## config.mk

```make
export PLATFORM = sky130hd
export DESIGN_NAME = pipe_ctrl_unit_flat
export DESIGN_NICKNAME = d
export VERILOG_FILES = /design/src/rtl/pipe_ctrl_if.sv /design/src/rtl/pipe_ctrl_unit.sv /design/src/flat_wrapper.sv
export SDC_FILE = /design/constraint.sdc
export NUM_CORES = 1
export LEC_CHECK = 0
export CAP_MARGIN = 10
export CORE_MARGIN = 1.5
export CORE_UTILIZATION = 40
export DETAILED_ROUTE_END_ITERATION = 16
export PLACE_DENSITY = 0.68
export SLEW_MARGIN = 20
export SYNTH_ARGS = -nofsm -noshare
export SYNTH_HDL_FRONTEND = slang
export SYNTH_SLANG_ARGS = --single-unit
```

## constraint.sdc

```tcl
create_clock -name clk -period 4.45 [get_ports clk]
set_input_delay 0.445 -clock clk [delete_from_list [all_inputs] [get_ports clk]]
set_output_delay 0.445 -clock clk [all_outputs]
set_load 0.1 [all_outputs]
```

## src/rtl/pipe_ctrl_if.sv

```systemverilog
// Handshake bundle between the ID-stage decoder/hazard logic and the pipeline control unit.
interface pipe_ctrl_if #(
   parameter int unsigned OP_W = 4,
   parameter int unsigned FN_W = 4
);
   logic            id_valid;
   logic [OP_W-1:0] opcode;
   logic [FN_W-1:0] function_code;
   logic [1:0]      branch_result;
   logic            stall;
   logic            overflow_flag;

   logic       pc_op;
   logic       b_jmp;
   logic       pc_hold;
   logic       if_flush;
   logic       id_flush;
   logic       ex_flush;
   logic       r0_select;
   logic [1:0] ex_alu_op;
   logic [1:0] ex_mux_a;
   logic [1:0] ex_mux_b;
   logic       ex_valid;
   logic       mem_valid;
   logic       wb_valid;
   logic       mem_byte_en;
   logic       mem_write;
   logic       wb_mux_c;
   logic [1:0] wb_reg_write;
   logic [1:0] state;
   logic       halted;
   logic       overflow_error_warning;

   modport master (
      output id_valid, opcode, function_code, branch_result, stall, overflow_flag,
      input  pc_op, b_jmp, pc_hold, if_flush, id_flush, ex_flush, r0_select,
             ex_alu_op, ex_mux_a, ex_mux_b, ex_valid, mem_valid, wb_valid,
             mem_byte_en, mem_write, wb_mux_c, wb_reg_write, state, halted,
             overflow_error_warning
   );

   modport slave (
      input  id_valid, opcode, function_code, branch_result, stall, overflow_flag,
      output pc_op, b_jmp, pc_hold, if_flush, id_flush, ex_flush, r0_select,
             ex_alu_op, ex_mux_a, ex_mux_b, ex_valid, mem_valid, wb_valid,
             mem_byte_en, mem_write, wb_mux_c, wb_reg_write, state, halted,
             overflow_error_warning
   );
endinterface

```

## src/rtl/pipe_ctrl_unit.sv

```systemverilog
// Pipelined control unit for the 16-bit 5-stage CPU: decode, stage control words, redirect, stall, halt drain.
// Optional sticky overflow trap enabled by defining OVF_TRAP_EN.
module pipe_ctrl_unit #(
   parameter int unsigned OP_W      = 4,
   parameter int unsigned FN_W      = 4,
   parameter int unsigned DRAIN_CYC = 3
) (
   input logic        clk,
   input logic        reset,
   pipe_ctrl_if.slave bus
);
   localparam int unsigned CNT_W = 4;

   localparam logic [OP_W-1:0] OP_HALT  = OP_W'(4'b0000);
   localparam logic [OP_W-1:0] OP_ANDI  = OP_W'(4'b0001);
   localparam logic [OP_W-1:0] OP_ORI   = OP_W'(4'b0010);
   localparam logic [OP_W-1:0] OP_BR_GT = OP_W'(4'b0100);
   localparam logic [OP_W-1:0] OP_BR_LT = OP_W'(4'b0101);
   localparam logic [OP_W-1:0] OP_BR_EQ = OP_W'(4'b0110);
   localparam logic [OP_W-1:0] OP_JMP   = OP_W'(4'b0111);
   localparam logic [OP_W-1:0] OP_LBU   = OP_W'(4'b1010);
   localparam logic [OP_W-1:0] OP_SB    = OP_W'(4'b1011);
   localparam logic [OP_W-1:0] OP_LW    = OP_W'(4'b1100);
   localparam logic [OP_W-1:0] OP_SW    = OP_W'(4'b1101);
   localparam logic [OP_W-1:0] OP_RTYPE = OP_W'(4'b1111);

   typedef enum logic [1:0] {
      S_RUN    = 2'b00,
      S_DRAIN  = 2'b01,
      S_HALTED = 2'b10,
      S_ERROR  = 2'b11
   } state_t;

   typedef struct packed {
      logic [1:0] alu_op;
      logic [1:0] mux_a;
      logic [1:0] mux_b;
      logic       mux_c;
      logic       byte_en;
      logic       mem_write;
      logic [1:0] reg_write;
   } ctrl_t;

   state_t           state_q, state_d;
   logic [CNT_W-1:0] cnt_q, cnt_d;
   logic             halted_q;
   ctrl_t            dec;
   ctrl_t            ex_q;
   logic             ex_valid_q, mem_valid_q, wb_valid_q;
   logic             mem_byte_en_q, mem_write_q, mem_mux_c_q, wb_mux_c_q;
   logic [1:0]       mem_reg_write_q, wb_reg_write_q;
   logic             ovf_warn_q;
   logic             br_taken, ovf_trap, issue;
   logic             pc_op, b_jmp, pc_hold, if_flush, id_flush, ex_flush, r0_select;

   // ID-stage decode of opcode/function into the control word
   always_comb begin
      dec = '0;
      case (bus.opcode)
         OP_RTYPE: begin
            dec.alu_op = 2'b01;
            dec.mux_c  = 1'b1;
            if (bus.function_code == FN_W'(4'b1000) || bus.function_code == FN_W'(4'b0100))
               dec.reg_write = 2'b11;
            else if (bus.function_code == FN_W'(4'b0001) || bus.function_code == FN_W'(4'b0010))
               dec.reg_write = 2'b01;
         end
         OP_ANDI: dec = '{2'b00, 2'b00, 2'b11, 1'b1, 1'b0, 1'b0, 2'b10};
         OP_ORI:  dec = '{2'b10, 2'b00, 2'b11, 1'b1, 1'b0, 1'b0, 2'b10};
         OP_LBU:  dec = '{2'b11, 2'b11, 2'b00, 1'b0, 1'b1, 1'b0, 2'b10};
         OP_SB:   dec = '{2'b11, 2'b11, 2'b00, 1'b0, 1'b1, 1'b1, 2'b00};
         OP_LW:   dec = '{2'b11, 2'b11, 2'b00, 1'b0, 1'b0, 1'b0, 2'b10};
         OP_SW:   dec = '{2'b11, 2'b11, 2'b00, 1'b0, 1'b0, 1'b1, 2'b00};
         default: dec = '0;
      endcase
   end

   assign br_taken = (bus.opcode == OP_BR_LT && bus.branch_result == 2'b11) ||
                     (bus.opcode == OP_BR_GT && bus.branch_result == 2'b10) ||
                     (bus.opcode == OP_BR_EQ && bus.branch_result == 2'b01);

`ifdef OVF_TRAP_EN
   assign ovf_trap = bus.overflow_flag & ex_valid_q & (state_q == S_RUN || state_q == S_DRAIN);
`else
   logic unused_ovf;
   assign unused_ovf = bus.overflow_flag;
   assign ovf_trap   = 1'b0;
`endif

   // State register
   always_ff @(posedge clk) begin
      if (!reset) begin
         state_q  <= S_RUN;
         cnt_q    <= '0;
         halted_q <= 1'b0;
      end else begin
         state_q  <= state_d;
         cnt_q    <= cnt_d;
         halted_q <= (state_d == S_HALTED) || (state_d == S_ERROR);
      end
   end

   // Next state and redirect/hold/flush outputs; priority overflow > halt > stall > branch/jmp
   always_comb begin
      state_d   = state_q;
      cnt_d     = cnt_q;
      issue     = 1'b0;
      pc_op     = 1'b0;
      b_jmp     = 1'b0;
      pc_hold   = 1'b0;
      if_flush  = 1'b0;
      id_flush  = 1'b0;
      ex_flush  = 1'b0;
      r0_select = 1'b0;
      if (ovf_trap) begin
         state_d  = S_ERROR;
         ex_flush = 1'b1;
         id_flush = 1'b1;
         if_flush = 1'b1;
         pc_hold  = 1'b1;
      end else begin
         case (state_q)
            S_RUN: begin
               if (bus.id_valid && bus.opcode == OP_HALT) begin
                  state_d  = S_DRAIN;
                  cnt_d    = '0;
                  issue    = 1'b1;
                  pc_hold  = 1'b1;
                  if_flush = 1'b1;
               end else if (bus.stall) begin
                  pc_hold = 1'b1;
               end else if (bus.id_valid) begin
                  if (br_taken) begin
                     pc_op     = 1'b1;
                     b_jmp     = 1'b1;
                     r0_select = 1'b1;
                     if_flush  = 1'b1;
                     id_flush  = 1'b1;
                  end else if (bus.opcode == OP_JMP) begin
                     pc_op    = 1'b1;
                     if_flush = 1'b1;
                     id_flush = 1'b1;
                  end else begin
                     issue = 1'b1;
                  end
               end
            end
            S_DRAIN: begin
               pc_hold  = 1'b1;
               if_flush = 1'b1;
               if (cnt_q >= CNT_W'(DRAIN_CYC - 1)) state_d = S_HALTED;
               else cnt_d = cnt_q + CNT_W'(1);
            end
            default: pc_hold = 1'b1;
         endcase
      end
   end

   // Stage control registers; invalid stages carry an all-zero word
   always_ff @(posedge clk) begin
      if (!reset) begin
         ex_q            <= '0;
         ex_valid_q      <= 1'b0;
         mem_valid_q     <= 1'b0;
         mem_byte_en_q   <= 1'b0;
         mem_write_q     <= 1'b0;
         mem_mux_c_q     <= 1'b0;
         mem_reg_write_q <= 2'b00;
         wb_valid_q      <= 1'b0;
         wb_mux_c_q      <= 1'b0;
         wb_reg_write_q  <= 2'b00;
         ovf_warn_q      <= 1'b0;
      end else begin
         ex_valid_q <= issue;
         ex_q       <= issue ? dec : '0;
         if (ex_valid_q && !ovf_trap) begin
            mem_valid_q     <= 1'b1;
            mem_byte_en_q   <= ex_q.byte_en;
            mem_write_q     <= ex_q.mem_write;
            mem_mux_c_q     <= ex_q.mux_c;
            mem_reg_write_q <= ex_q.reg_write;
         end else begin
            mem_valid_q     <= 1'b0;
            mem_byte_en_q   <= 1'b0;
            mem_write_q     <= 1'b0;
            mem_mux_c_q     <= 1'b0;
            mem_reg_write_q <= 2'b00;
         end
         wb_valid_q     <= mem_valid_q;
         wb_mux_c_q     <= mem_mux_c_q;
         wb_reg_write_q <= mem_reg_write_q;
         if (ovf_trap) ovf_warn_q <= 1'b1;
      end
   end

   assign bus.pc_op        = pc_op;
   assign bus.b_jmp        = b_jmp;
   assign bus.pc_hold      = pc_hold;
   assign bus.if_flush     = if_flush;
   assign bus.id_flush     = id_flush;
   assign bus.ex_flush     = ex_flush;
   assign bus.r0_select    = r0_select;
   assign bus.ex_alu_op    = ex_q.alu_op;
   assign bus.ex_mux_a     = ex_q.mux_a;
   assign bus.ex_mux_b     = ex_q.mux_b;
   assign bus.ex_valid     = ex_valid_q;
   assign bus.mem_valid    = mem_valid_q;
   assign bus.mem_byte_en  = mem_byte_en_q;
   assign bus.mem_write    = mem_write_q;
   assign bus.wb_valid     = wb_valid_q;
   assign bus.wb_mux_c     = wb_mux_c_q;
   assign bus.wb_reg_write = wb_reg_write_q;
   assign bus.state        = state_q;
   assign bus.halted       = halted_q;
   assign bus.overflow_error_warning = ovf_warn_q;
endmodule

```

## src/flat_wrapper.sv

```systemverilog
// flat-port wrapper written by rule: the top's interface ports become plain ports
module pipe_ctrl_unit_flat 
#(
   parameter int unsigned OP_W      = 4,
   parameter int unsigned FN_W      = 4,
   parameter int unsigned DRAIN_CYC = 3
)
  (clk, reset, bus_id_valid, bus_opcode, bus_function_code, bus_branch_result, bus_stall, bus_overflow_flag, bus_pc_op, bus_b_jmp, bus_pc_hold, bus_if_flush, bus_id_flush, bus_ex_flush, bus_r0_select, bus_ex_alu_op, bus_ex_mux_a, bus_ex_mux_b, bus_ex_valid, bus_mem_valid, bus_wb_valid, bus_mem_byte_en, bus_mem_write, bus_wb_mux_c, bus_wb_reg_write, bus_state, bus_halted, bus_overflow_error_warning);
  pipe_ctrl_if #(.OP_W(OP_W), .FN_W(FN_W)) bus_i ();
  input logic clk;
  input logic reset;
  input wire logic [$bits(bus_i.id_valid)-1:0] bus_id_valid;
  input wire logic [$bits(bus_i.opcode)-1:0] bus_opcode;
  input wire logic [$bits(bus_i.function_code)-1:0] bus_function_code;
  input wire logic [$bits(bus_i.branch_result)-1:0] bus_branch_result;
  input wire logic [$bits(bus_i.stall)-1:0] bus_stall;
  input wire logic [$bits(bus_i.overflow_flag)-1:0] bus_overflow_flag;
  output wire logic [$bits(bus_i.pc_op)-1:0] bus_pc_op;
  output wire logic [$bits(bus_i.b_jmp)-1:0] bus_b_jmp;
  output wire logic [$bits(bus_i.pc_hold)-1:0] bus_pc_hold;
  output wire logic [$bits(bus_i.if_flush)-1:0] bus_if_flush;
  output wire logic [$bits(bus_i.id_flush)-1:0] bus_id_flush;
  output wire logic [$bits(bus_i.ex_flush)-1:0] bus_ex_flush;
  output wire logic [$bits(bus_i.r0_select)-1:0] bus_r0_select;
  output wire logic [$bits(bus_i.ex_alu_op)-1:0] bus_ex_alu_op;
  output wire logic [$bits(bus_i.ex_mux_a)-1:0] bus_ex_mux_a;
  output wire logic [$bits(bus_i.ex_mux_b)-1:0] bus_ex_mux_b;
  output wire logic [$bits(bus_i.ex_valid)-1:0] bus_ex_valid;
  output wire logic [$bits(bus_i.mem_valid)-1:0] bus_mem_valid;
  output wire logic [$bits(bus_i.wb_valid)-1:0] bus_wb_valid;
  output wire logic [$bits(bus_i.mem_byte_en)-1:0] bus_mem_byte_en;
  output wire logic [$bits(bus_i.mem_write)-1:0] bus_mem_write;
  output wire logic [$bits(bus_i.wb_mux_c)-1:0] bus_wb_mux_c;
  output wire logic [$bits(bus_i.wb_reg_write)-1:0] bus_wb_reg_write;
  output wire logic [$bits(bus_i.state)-1:0] bus_state;
  output wire logic [$bits(bus_i.halted)-1:0] bus_halted;
  output wire logic [$bits(bus_i.overflow_error_warning)-1:0] bus_overflow_error_warning;
  assign bus_i.id_valid = bus_id_valid;
  assign bus_i.opcode = bus_opcode;
  assign bus_i.function_code = bus_function_code;
  assign bus_i.branch_result = bus_branch_result;
  assign bus_i.stall = bus_stall;
  assign bus_i.overflow_flag = bus_overflow_flag;
  assign bus_pc_op = bus_i.pc_op;
  assign bus_b_jmp = bus_i.b_jmp;
  assign bus_pc_hold = bus_i.pc_hold;
  assign bus_if_flush = bus_i.if_flush;
  assign bus_id_flush = bus_i.id_flush;
  assign bus_ex_flush = bus_i.ex_flush;
  assign bus_r0_select = bus_i.r0_select;
  assign bus_ex_alu_op = bus_i.ex_alu_op;
  assign bus_ex_mux_a = bus_i.ex_mux_a;
  assign bus_ex_mux_b = bus_i.ex_mux_b;
  assign bus_ex_valid = bus_i.ex_valid;
  assign bus_mem_valid = bus_i.mem_valid;
  assign bus_wb_valid = bus_i.wb_valid;
  assign bus_mem_byte_en = bus_i.mem_byte_en;
  assign bus_mem_write = bus_i.mem_write;
  assign bus_wb_mux_c = bus_i.wb_mux_c;
  assign bus_wb_reg_write = bus_i.wb_reg_write;
  assign bus_state = bus_i.state;
  assign bus_halted = bus_i.halted;
  assign bus_overflow_error_warning = bus_i.overflow_error_warning;
  pipe_ctrl_unit #(.OP_W(OP_W), .FN_W(FN_W), .DRAIN_CYC(DRAIN_CYC)) u_core (.clk(clk), .reset(reset), .bus(bus_i));
endmodule
```

* After elaboration in Yosys (flattened, before gate mapping) *
Cells that the tools add are included.

word-level totals
  register bits = 29
  input port bits = 15
  output and inout bits = 25

operators by class
  $add $sub $neg = 1
  $lt $le $gt $ge = 1
  equality and inequality tests = 23
  muxes and demuxes = 36
  reductions and logical operators = 19

operators with widths
  kind                                                                                 count
  4-bit == test, second input constant                                                 6
  1-bit 2-to-1 mux                                                                     24
  4-bit by 3-bit == test with 1-bit output, second input constant                      5
  4-bit case mux with 2 select lines                                                   2
  2-bit case mux with 3 select lines                                                   2
  2-bit == test, second input constant                                                 4
  4-bit by 1-bit == test with 1-bit output, second input constant                      2
  4-bit by 2-bit == test with 1-bit output, second input constant                      2
  4-bit 2-to-1 mux                                                                     2
  2-bit case mux with 2 select lines                                                   2
  4-bit OR reduction                                                                   2
  2-bit 2-to-1 mux                                                                     3
  1-bit logical OR                                                                     5
  4-bit by 1-bit adder with 4-bit output, second input constant                        1
  2-bit by 1-bit == test with 1-bit output, second input constant                      2
  4-bit by 2-bit greater-or-equal comparator with 1-bit output, second input constant  1
  1-bit logical AND                                                                    4
  4-bit logical NOT                                                                    1
  2-bit AND reduction                                                                  2
  3-bit AND reduction                                                                  1
  3-bit OR reduction                                                                   1
  2-bit logical NOT                                                                    1
  2-bit by 1-bit inequality test with 1-bit output, second input constant              1
  2-bit inequality test, second input constant                                         1
  other kinds (3)                                                                      3

* Logic depth before layout (Yosys ltp) *
Gate-level depths: netlist of run 1.

  word-level depth = 10
  gate-level depth with buffers = 6
  depth with buffers taken out = 6

* Least setup slack after synthesis of run 1 *
OpenSTA, ideal clock, no wires.

  kind = input -> output
  from = input bus_opcode[0]
  to = output bus_pc_op
  data arrival time = 4.029 ns
  required time = 4.005 ns
  slack = -0.024 ns
  cell stages on the path = 5
  cells stage by stage = or4b_1 o211a_2 or2_1 nor3_1 buf_4

between the ends
  cells in the longest elaborated chain, start to end = 9

RTL lines
  item                                                         RTL line                                    RTL
  start: declaration                                           flat_wrapper.sv:13                          input wire logic [$bits(bus_i.opcode)-1:0] bus_opcode;
  4-bit by 3-bit == test with 1-bit output (on tied branches)  pipe_ctrl_unit.sv:78, pipe_ctrl_unit.sv:79
  1-bit logical AND (on tied branches)                         pipe_ctrl_unit.sv:78, pipe_ctrl_unit.sv:79
  1-bit logical OR                                             pipe_ctrl_unit.sv:78                        assign br_taken = (bus.opcode == OP_BR_LT && bus.branch_result == 2'b11) ||
  1-bit logical OR                                             pipe_ctrl_unit.sv:79                        (bus.opcode == OP_BR_GT && bus.branch_result == 2'b10) ||
  1-bit 2-to-1 mux (3 in a row)                                --
  1-bit 2-to-1 mux * (2 in a row)                              --
  end: declaration                                             flat_wrapper.sv:18                          output wire logic [$bits(bus_i.pc_op)-1:0] bus_pc_op;

Every way passes the cells marked *; elsewhere a longest branch is shown, timed or not.

* Final worst setup path of run 1 *
  from = input bus_opcode[1]
  to = output bus_if_flush

between the ends
  cells in the longest elaborated chain, start to end = 9

RTL lines
  item                                                         RTL line                                    RTL
  4-bit by 3-bit == test with 1-bit output (on tied branches)  pipe_ctrl_unit.sv:78, pipe_ctrl_unit.sv:79
  1-bit logical AND (on tied branches)                         pipe_ctrl_unit.sv:78, pipe_ctrl_unit.sv:79
  1-bit logical OR                                             pipe_ctrl_unit.sv:78
  1-bit logical OR                                             pipe_ctrl_unit.sv:79
  1-bit 2-to-1 mux                                             pipe_ctrl_unit.sv:133                       if (br_taken) begin
  1-bit 2-to-1 mux                                             pipe_ctrl_unit.sv:132                       end else if (bus.id_valid) begin
  1-bit 2-to-1 mux                                             pipe_ctrl_unit.sv:130                       end else if (bus.stall) begin
  1-bit 2-to-1 mux *                                           pipe_ctrl_unit.sv:124                       if (bus.id_valid && bus.opcode == OP_HALT) begin
  1-bit case mux with 2 select lines *                         pipe_ctrl_unit.sv:122                       case (state_q)
  end: declaration                                             flat_wrapper.sv:21                          output wire logic [$bits(bus_i.if_flush)-1:0] bus_if_flush;

Marks and branches as above.

==> results of run 1 <==
-- synthesized netlist by cell type, types with 3 or more instances --
master,instances,area (sq um)
and2_1,8,50.05
a211oi_1,3,22.52
buf_4,10,75.07
nand2b_1,3,18.77
nor2_1,13,48.80
nor2b_1,5,31.28
and3_1,7,43.79
nand2_1,7,26.28
a31oi_1,3,18.77
o21ai_0,3,15.01
dfxtp_1,27,540.5
a21oi_1,6,30.03
inv_1,5,18.77
nor3_1,4,20.02
clkbuf_1,3,11.26
-- flip-flops by register name, indices dropped and copies added, names as in the netlist --
register                 flops
u_core.bus.ex_valid          1
u_core.mem_reg_write_q       2
u_core.bus.ex_alu_op         2
u_core.bus.state             2
u_core.bus.ex_mux_a          1
u_core.bus.ex_mux_b          1
u_core.bus.mem_valid         1
u_core.bus.wb_reg_write      2
u_core.bus.mem_write         1
u_core.mem_mux_c_q           1
u_core.bus.wb_mux_c          1
u_core.bus.halted            1
u_core.cnt_q                 4
u_core.bus.mem_byte_en       1
u_core.bus.wb_valid          1
u_core.ex_q                  5
-- power by group through the flow --
stage                     registers (mW)  logic, mW  clock network [mW]
after floorplan                    0.260     0.0551                   0
after global placement             0.252     0.0841                   0
after detailed placement           0.252     0.0850                   0
after CTS                          0.246     0.0852               0.104
after global routing               0.247     0.0900               0.115
final                              0.246     0.0851              0.0991
-- logic make-up (layout without fill, tap and decap cells) --
group | count (synthesis) | count (layout) | share of synthesized area
AOI/OAI and AO/OA | 24 | 24 | 0.1457
xor gates and xnor gates | 2 | 2 | 0.01447
adders and majority gates | 2 | 2 | 0.02066
buffers and inverters | 20 | 45 | 0.09504
DFF | 27 | 27 | 0.4463
other | 1 | 2 | 0.003096
and+or+nand+nor | 59 | 59 | 0.2748
-- worst paths after layout --
kind | startpoint | to | slack (ns) | cells past startpoint
worst max-delay path | bus_opcode[1] | bus_if_flush | 1.30 | 6
worst min-delay path | u_core.mem_reg_write_q[0] | u_core.bus.wb_reg_write[0] | 0.45 | 1
worst max register to register | u_core.cnt_q[0] | u_core.cnt_q[1] | 2.83 | 6
worst min register to register | u_core.mem_reg_write_q[0] | u_core.bus.wb_reg_write[0] | 0.45 | 1
-- worst max-delay path, stage by stage --
cell             delay [ns]
clkdlybuf4s50_1        0.65
or4b_1                 0.59
o211a_2                0.14
or2_1                  0.26
o41ai_2                0.26
buf_4                  0.36
-- per-layer routing --
layer	GRT usage	wire length, um
met5	0	0
met2	0.2208	1002
met3	0.02679	104
met4	0.09302	63
met1	0.1620	964
-- metrics by stage --
stage	utilization	hold slack, ns	instance area (sq um)	power (mW)	std cells
global placement	0.5375	0.4174	1508	0.3357	188
CTS	0.5468	0.4519	1534	0.4357	192
detailed placement	0.5375	0.4208	1508	0.3368	188
floorplan	-	0.4119	1220	0.3147	136
finish	0.5468	0.4495	1534	0.4304	192
global route	0.5468	0.4708	1534	0.4519	192
-- area by class of cell --
type                    instances  share of cell area
inverters                       5             0.01223
multi-input cells              89              0.3679
well taps                      31             0.02529
flip-flops and latches         27              0.3524
clock buffers                   4             0.01713
repair buffers                 36              0.2251
==> out/summary.md, run 1 <==
The category of the worst setup path capture point is an output port. The number of antenna diodes in the final layout is 0. The number of buffers on the longest clock path is 2, and the share of flip-flops with an asynchronous set or reset is 0. Most common library cell in the layout ignoring fill and taps: clkdlybuf4s50_1. For this design the total switching power over the nets is 0.1238 mW. The initial core utilization is 0.4318.

For the number of clock buffers inserted by TritonCTS, the log shows 3. In the layout the commonest cells are 30 x clkdlybuf4s50_1, 27 x dfxtp_1, 13 x nor2_1, 8 x and2_1. The final layout contains 179 nets. The combinational power share was 0.198. Detailed-placement wirelength estimate: 1654 um.

The logs give 0 for the number of antenna violations at the first check in global routing and 18 for the starting DRC count in detailed routing. Cell at the root of the clock tree: clkbuf_4. The power density over cell area was 280.6 nW/um^2; the slew at the pin closest to its max-slew limit was 0.9720 ns.

Setup slack on the critical path of the routed design comes to 1.298 ns. The floorplan step set the die height to 58.03 um. TritonCTS built the clock tree.

The ratio of routed vias to standard cells was 5.031. Derived from the worst setup path, the maximum achievable clock frequency is 317.3 MHz. The congestion estimate from routability-driven global placement came to 0.8662. The die outline area is 3367 sq um, and the number of synthesis warnings is 0. Clock share of power: 0.230. Most frequently used flop master after synthesis: dfxtp_1. Width of the chip: 58.03 um. In this run the post-CTS setup repair buffer count came out at 0. The share of layout cells above drive strength 1 is 0.09938, and the largest net degree at the start of global routing is 21.

After detailed routing, the number of remaining DRC violations is 0. At the placement stage, the worst setup path has a slack of 1.323 ns. The logs give 0.6064 nW for the static leakage power and 36 for the count of cell types in the netlist. The logs give 40 for the number of top-level pins and 966 for the total via count after detailed routing. In this run the standard cell core region covers 2805 sq um. The wire length of the first global-routing pass was 3532 um. The number of enable flip-flop cells after synthesis is 0.

The number of input and output port buffers inserted was 36; the clock latency on the worst-skew pair was 0.32 ns. Gates resized during post-CTS repair numbered 0. The overall routing resource usage is 0.1362, and the average wire per standard cell is 11.11 um. The sequential cell area was 540.5 sq um. The run gives 267 as the total of fill cells in the finished design.

The run gives 0 as the number of endpoints with negative hold slack in the final report. Clock-pin slew was measured on the worst setup and hold paths at 0.12 ns. The run gives 1 as the H-tree level count. The synthesized area divided by synthesized cell count was 8.972 sq um. STA classifies the critical path startpoint as a primary input. VDD sags by at most 100.8 uV. The worst relative slew slack is 0.3500, and the clock period minus final worst setup slack is 3.152 ns. Relative to the synthesized area, the layout overhead comes to 26.65%. The via count of the first global-routing pass is 841. The logs give 0.572 for the fraction of power consumed by sequential logic and 135 for the synthesized instance count. In the final layout, the multi-input gates occupy 564.3 sq um.

The run gives 0.4463 as the sequential cell area fraction in the yosys report. The proportion of total power due to net switching is 0.2876, and the internal power summed over all cells is 0.3066 mW. For the number of buffers inserted by hold repair at cts, the log shows 0.

In this run the worst path has a maximum fanout of 15. On the final layout, the worst clock skew is 0.007524 ns. The area of the mapped netlist was 1211 sq um; the post-synthesis register bit count was 27. Global routing finished with a remaining overflow of 0. In this run the worst hold path is classified as register to register. The tools report the TritonCTS sink count as 27. The run finished with clean final reports. The logs give 0 for the number of routed nets with antenna violations and 0 ns for the setup TNS after final layout.

The share of the clock period used by the worst path after layout works out to 0.7082. At the worst endpoint, the arrival time is 2.71 ns. The tools report the number of max-slew violations in the final report as 0. The logs give 2134 um for the aggregate routed wire length and 0 for the number of violations of the max-capacitance limit.

Setup repair after global routing left no endpoint under its margin. The setup-violating endpoint count in the final report was 0; the required time at the endpoint of the critical path was 4.01 ns. Iteration count of the initial detailed-routing pass: 6. Worst setup path category: primary input to output port. The number of rows created at floorplan came out at 19.
No activity file was read; power rests on OpenSTA's default activity.
==> inputs of run 2 (changes only) <==
==> constraint.sdc (replaced) <==
create_clock -name clk -period 3.2 [get_ports clk]
set_input_delay 0.32 -clock clk [delete_from_list [all_inputs] [get_ports clk]]
set_output_delay 0.32 -clock clk [all_outputs]
set_load 0.1 [all_outputs]
==> out/summary.md, run 2 (synthesis results as in run 1) <==
The run finished with clean final reports. The initial core utilization was 0.4318 (unchanged); the number of endpoints with negative hold slack in the final report was 0 (unchanged). The run gives 0 (unchanged) as the number of antenna violations at the first check in global routing. The wire length of the first global-routing pass came out at 3864 um (+9.4%). The number of routed nets with antenna violations came out at 0 (unchanged).

The logs give 0.006501 ns (-0.001023 ns) for the clock tree skew after final layout and 1 (unchanged) for the H-tree level count. The ratio of routed vias to standard cells is 5.201 (+3.4%). The register with the most flip-flops was u_core.ex_q.

The flip-flop count of the largest register, all copies and words added was 5 (unchanged); the remaining design rule violation count was 0 (unchanged). From synthesis to final layout, the design area changed by 34.30%. The worst relative slew slack was 0.3498 (about the same). TritonCTS built the clock tree.

The required time at the endpoint of the critical path was 2.88 ns (-1.13 ns). The overall power is 0.6077 mW (+41%), and the detailed-placement wirelength estimate is 1749 um (+5.8%). In the layout the commonest cells are 29 x clkdlybuf4s50_1, 27 x dfxtp_1, 13 x nor2_1, 8 x and2_1. The top achievable clock speed came out at 383.9 MHz.

Width of the chip: 58.03 um (unchanged). The via count of the first global-routing pass is 971 (+15%). The run gives 193.2 uV (+92%) as the largest voltage drop on the vdd net. The logs give 0.211 (+0.013) for the combinational power share and 3367 sq um (unchanged) for the die outline area. The logs give 181 (+1.1%) for the final net count and 0.4335 mW (+41%) for the internal power summed over all cells. The tools report the static leakage power as 0.6370 nW (+5.0%).

The overall routing resource usage is 0.1464 (+0.01019), and the die extent in y is 58.03 um (unchanged). The clock share of power came out at 0.225 (-0.005). Slew at the pin closest to its max-slew limit: 0.9723 ns (+0.0003207 ns). The number of clock buffers inserted by TritonCTS is 3 (unchanged), and the number of antenna repair diodes is 0 (unchanged). The number of rows created at floorplan came out at 19 (unchanged).

The tools report the clock latency on the worst-skew pair as 0.31 ns (about the same). The core area is 2805 sq um (unchanged). Classification of the worst-slack hold path: register to register. The library cell used most frequently in the layout, excluding fill and tap cells, is clkdlybuf4s50_1.

The logs give 6 (unchanged) for the iteration count of the initial detailed-routing pass and 40 (unchanged) for the number of top-level pins. The tools report the number of buffers inserted by post-CTS setup repair as 0 (unchanged). The clock-pin slew reported for the worst setup and hold paths after clock tree synthesis was 0.13 ns (about the same). The worst reg-to-reg path cell count works out to 6 (unchanged). The run gives 1600 sq um (+6.1%) as the cell area reported after detailed placement. The logs give 0 (unchanged) for the total grt overflow and 0.1742 mW (+41%) for the net switching power. Maximum fanout along the worst path: 5 (-10). The setup-violating endpoint count in the final report is 0 (unchanged), and the data arrival time of the worst path is 2.28 ns (-0.43 ns). The clock period minus final worst setup slack was 2.605 ns; the number of gates given a new drive strength after cts was 0 (unchanged).

The logs give 1009 (+4.5%) for the total via count after detailed routing and 19 (+1) for the starting DRC count in detailed routing. The largest registers in the layout are u_core.ex_q (5), u_core.cnt_q (4). Average wire per standard cell: 11.71 um (+5.4%). The number of max-slew violations in the final report is 0 (unchanged). The tools report the number of buffers on the longest clock path as 2 (unchanged). In this run the clock root is driven by a clkbuf_4. The proportion of total power due to net switching works out to 0.2867 (-0.0008829). The run gives 21 (unchanged) as the largest net degree at the start of global routing. The share of the clock period used by the worst path after layout works out to 0.8139. The post-route cell area is 1627 sq um (+6.0%). The tools report the startpoint type of the worst setup path as a primary input.

The aggregate routed wire length was 2272 um (+6.5%); the number of input and output port buffers inserted was 36 (unchanged). Worst setup path category: primary input to output port. The TritonCTS sink count was 27 (unchanged); the share of layout cells above drive strength 1 was 0.1227 (+0.02332). Worst hold path stage count: 1 (unchanged). The tools report the number of buffers inserted by hold repair at cts as 0 (unchanged). Setup repair after global routing left no endpoint under its margin. The power density over cell area was 373.6 nW/um^2 (+33%); the final estimated routing congestion in global placement was 0.7443 (-14%). The number of violations of the max-capacitance limit came out at 0 (unchanged).

The run gives 0.563 (-0.009) as the fraction of power consumed by sequential logic. Category of the worst setup path capture point: an output port.
-- run 2: changes by cell type in the layout (fill, tap and decap cells not counted) --
cell and delta:
nor3_1 -1, buf_12 +6, buf_4 -3, clkdlybuf4s50_1 -1
nor3_2 +1
-- run 2: power groups by stage --
| stage | clock [mW] | sequential [mW] | combinational [mW] |
|---|---|---|---|
| finish | 0.137 | 0.342 | 0.128 |
| global route | 0.154 | 0.343 | 0.137 |
| CTS | 0.143 | 0.343 | 0.129 |
| detailed placement | 0 | 0.350 | 0.128 |
| global placement | 0 | 0.350 | 0.126 |
| floorplan | 0 | 0.361 | 0.0770 |
-- run 2: path summary, 6_finish.rpt --
check,slack [ns],to,startpoint
max reg2reg,1.54,u_core.cnt_q[1],u_core.cnt_q[0]
min,0.45,u_core.bus.wb_reg_write[1],u_core.mem_reg_write_q[1]
max,0.60,bus_pc_op,bus_branch_result[1]
min reg2reg,0.45,u_core.bus.wb_reg_write[1],u_core.mem_reg_write_q[1]
-- run 2: routing by layer --
metal | vias up | global-route usage | part of all wire
li1 | 513 | - | -
met1 | 465 | 0.1715 | 0.46
met2 | 29 | 0.2662 | 0.49
met3 | 2 | 0.002232 | 0.034
met4 | 0 | 0.08638 | 0.015
met5 | - | 0 | 0
-- run 2: critical path: stages --
cell and delay, ns:
clkdlybuf4s50_1 0.52, or4b_1 0.44, o211a_2 0.15, or2_1 0.27, nor3_2 0.36, buf_12 0.23
-- run 2: layout make-up --
class | count | area, sq um
well taps | 31 | 38.79
multi-input cells | 89 | 569.3
repair buffers | 38 | 432.9
fillers | 258 | 1179
inverters | 5 | 18.77
flip-flops and latches | 27 | 540.5
clock buffers | 4 | 26.28
-- run 2: metrics by stage --
| step | instances | worst slack (ns) | utilization | TNS [ns] | hold slack [ns] |
|---|---|---|---|---|---|
| 2_1_floorplan | 136 | -0.05924 | - | -0.1034 | 0.3968 |
| 3_3_place_gp | 190 | 0.6127 | 0.5705 | 0 | 0.4147 |
| 3_5_place_dp | 190 | 0.5996 | 0.5705 | 0 | 0.4230 |
| 4_1_cts | 194 | 0.5849 | 0.5798 | 0 | 0.4546 |
| 5_1_grt | 194 | 0.5073 | 0.5798 | 0 | 0.4823 |
| 6_report | 194 | 0.5954 | 0.5798 | 0 | 0.4492 |
==> inputs of run 3 (changes only) <==
==> constraint.sdc (replaced) <==
create_clock -name clk -period 2.4 [get_ports clk]
set_input_delay 0.24 -clock clk [delete_from_list [all_inputs] [get_ports clk]]
set_output_delay 0.24 -clock clk [all_outputs]
set_load 0.1 [all_outputs]
==> out/summary.md, run 3 (synthesis results as in run 1) <==
The share of layout cells above drive strength 1 was 0.2663 (+0.1436). For hold timing, the worst endpoint is u_core.bus.wb_mux_c. The data arrival time of the worst path came out at 2.11 ns (-0.17 ns). The worst hold path stage count was 1 (unchanged); the via count of the first global-routing pass was 944 (-2.8%). The final estimated routing congestion in global placement was 0.7295 (-2.0%); the wire length of the first global-routing pass was 3912 um (+1.2%).

The average wire per standard cell came out at 10.98 um (-6.2%). The clock tree skew after final layout is 0.005547 ns (-0.0009546 ns). Classification of the worst-slack hold path: register to register.

The run gives 200 (+3.1%) as the final instance count without filler cells. The tools report the startpoint type of the worst setup path as a primary input. More flip-flops sit in one register than any other, and that register is u_core.ex_q.

The run gives 1634 sq um (+2.1%) as the cell area reported after detailed placement. Die extent in y: 58.03 um (unchanged). The logs give 0.1467 (+0.0002735) for the overall routing resource usage and 0 (unchanged) for the number of max-slew violations in the final report.

Clock latency on the worst-skew pair: 0.30 ns (about the same). The logs give 2805 sq um (unchanged) for the core area and 6 (unchanged) for the iteration count of the initial detailed-routing pass. The run gives 0 (unchanged) as the number of buffers inserted by hold repair at cts. The width of the chip is 58.03 um (unchanged).

The run gives 0.4480 ns (-0.001214 ns) as the hold slack. The number of buffers inserted by post-CTS setup repair is 0 (unchanged). Setup repair after global routing left no endpoint under its margin. The number of antenna repair diodes was 0 (unchanged). The run gives 1759 um (+0.57%) as the detailed-placement wirelength estimate. For the number of routed nets with antenna violations, the log shows 0 (unchanged). On the critical path, the stage with the largest delay is an instance of or4b_1.

The maximum fanout along the worst path is 2 (-3). The final net count is 187 (+3.3%), and the die outline area is 3367 sq um (unchanged). The run gives 1660 sq um (+2.1%) as the post-route cell area.

The number of rows created at floorplan came out at 19 (unchanged). The static leakage power is 0.7153 nW (+12%). The root buffer cell chosen for the clock tree is clkbuf_4. The tools report the required time at the endpoint of the critical path as 2.16 ns (-0.72 ns). The tools report the setup TNS after final layout as 0 ns (unchanged). The critical path in this run is classified as primary input to output port. The number of endpoints with negative hold slack in the final report is 0 (unchanged), and the number of clock buffers inserted by TritonCTS is 3 (unchanged). The logs give 998 (-1.1%) for the total via count after detailed routing and 2196 um (-3.3%) for the aggregate routed wire length. The reg-to-reg setup timing slack was 0.77 ns (-0.77 ns).

Traced cell by cell, the critical path runs through clkdlybuf4s50_1 > or4b_1 > o211a_2 > or2_4 > nor3_4 > buf_12. The run gives 27 (unchanged) as the TritonCTS sink count. For the largest net degree at the start of global routing, the log shows 15 (-29%). In this run the most critical hold path is launched from u_core.mem_mux_c_q. The clock period minus final worst setup slack came out at 2.352 ns.

The logs give 1 (unchanged) for the H-tree level count and 22 (+3) for the starting DRC count in detailed routing. The number of placed instances, taps included is 196 (+3.2%). The category of the worst setup path capture point is an output port. The number of violations of the max-capacitance limit was 0 (unchanged). Ratio of routed vias to standard cells: 4.990 (-4.1%). The number of input and output port buffers inserted is 36 (unchanged). The overall power is 0.8143 mW (+34%), and the total grt overflow is 0 (unchanged).

The largest stage delay on the critical path was 0.53 ns (about the same). The clock-pin slew reported for the worst setup and hold paths after clock tree synthesis was 0.12 ns (about the same); the top achievable clock speed was 425.2 MHz. The power density over cell area was 490.4 nW/um^2 (+31%). TritonCTS built the clock tree. The number of buffers on the longest clock path came out at 2 (unchanged). The largest voltage drop on the vdd net is 184.5 uV (-4.5%), and the remaining design rule violation count is 0 (unchanged). The worst reg-to-reg path cell count works out to 6 (unchanged).

The tools report the number of top-level pins as 40 (unchanged). The minimum setup slack after placement was 0.04645 ns (-0.5531 ns). The tools report the worst flop-to-flop path startpoint as u_core.cnt_q[0].

The share of the clock period used by the worst path after layout was 0.9800; the area added between synthesis and finish was 37.09%. The number of antenna violations at the first check in global routing is 0 (unchanged). In the layout the commonest cells are 25 x buf_4, 25 x dfxtp_1, 13 x nor2_1, 13 x clkdlybuf4s50_1, 8 x and2_1. The worst register-to-register path ends at u_core.cnt_q[1]. Flip-flop count of the largest register, all copies and words added: 5 (unchanged). The share of the core filled with cells in the final layout was 0.5919 (+0.01204); the setup-violating endpoint count in the final report was 0 (unchanged).

The largest registers in the layout are u_core.ex_q (5), u_core.cnt_q (4). The logs give 0.4318 (unchanged) for the initial core utilization and 0 (unchanged) for the number of gates given a new drive strength after cts. For the final worst-path setup slack, the log shows 0.04807 ns (-0.5473 ns). The flow ran to the end, and the final reports show no timing, DRC or antenna violations.
run 3: layout make-up:
type                       count  area, sq um
fill                         259         1145
tap                           31        38.79
inverter                       5        18.77
clock buffer                   4        26.28
sequential                    27        543.0
timing repair buffer          44        437.9
multi-input combinational     89        595.6
run 3: where the power goes:
group	leakage, nW	internal (mW)	switching [mW]
Combinational	0.481	0.0662	0.114
Clock	0.0150	0.0647	0.113
Sequential	0.219	0.453	0.00335
run 3: metal layers:
layer	global-route usage	part of all wire
met4	0.05980	0.013
met3	0.02009	0.055
met2	0.2630	0.49
met1	0.1753	0.44
met5	0	0
run 3: worst max path at each step:
stage | startpoint | endpoint | slack (ns) | cells after the start
CTS | bus_opcode[0] | bus_id_flush | 0.03 | 6
detailed placement | bus_opcode[0] | bus_id_flush | 0.05 | 6
global route | bus_opcode[0] | bus_pc_op | 0.002 | 6
floorplan | bus_opcode[0] | bus_pc_op | -0.12 | 5
finish | bus_opcode[0] | bus_id_flush | 0.05 | 6
global placement | bus_opcode[0] | bus_id_flush | 0.08 | 6
run 3: worst max-delay path, delay by kind of cell:
family	cells	cell delay, ns
AOI/OAI and AO/OA	1	0.15
buffers and inverters	2	0.64
and+or+nand+nor	3	1.09
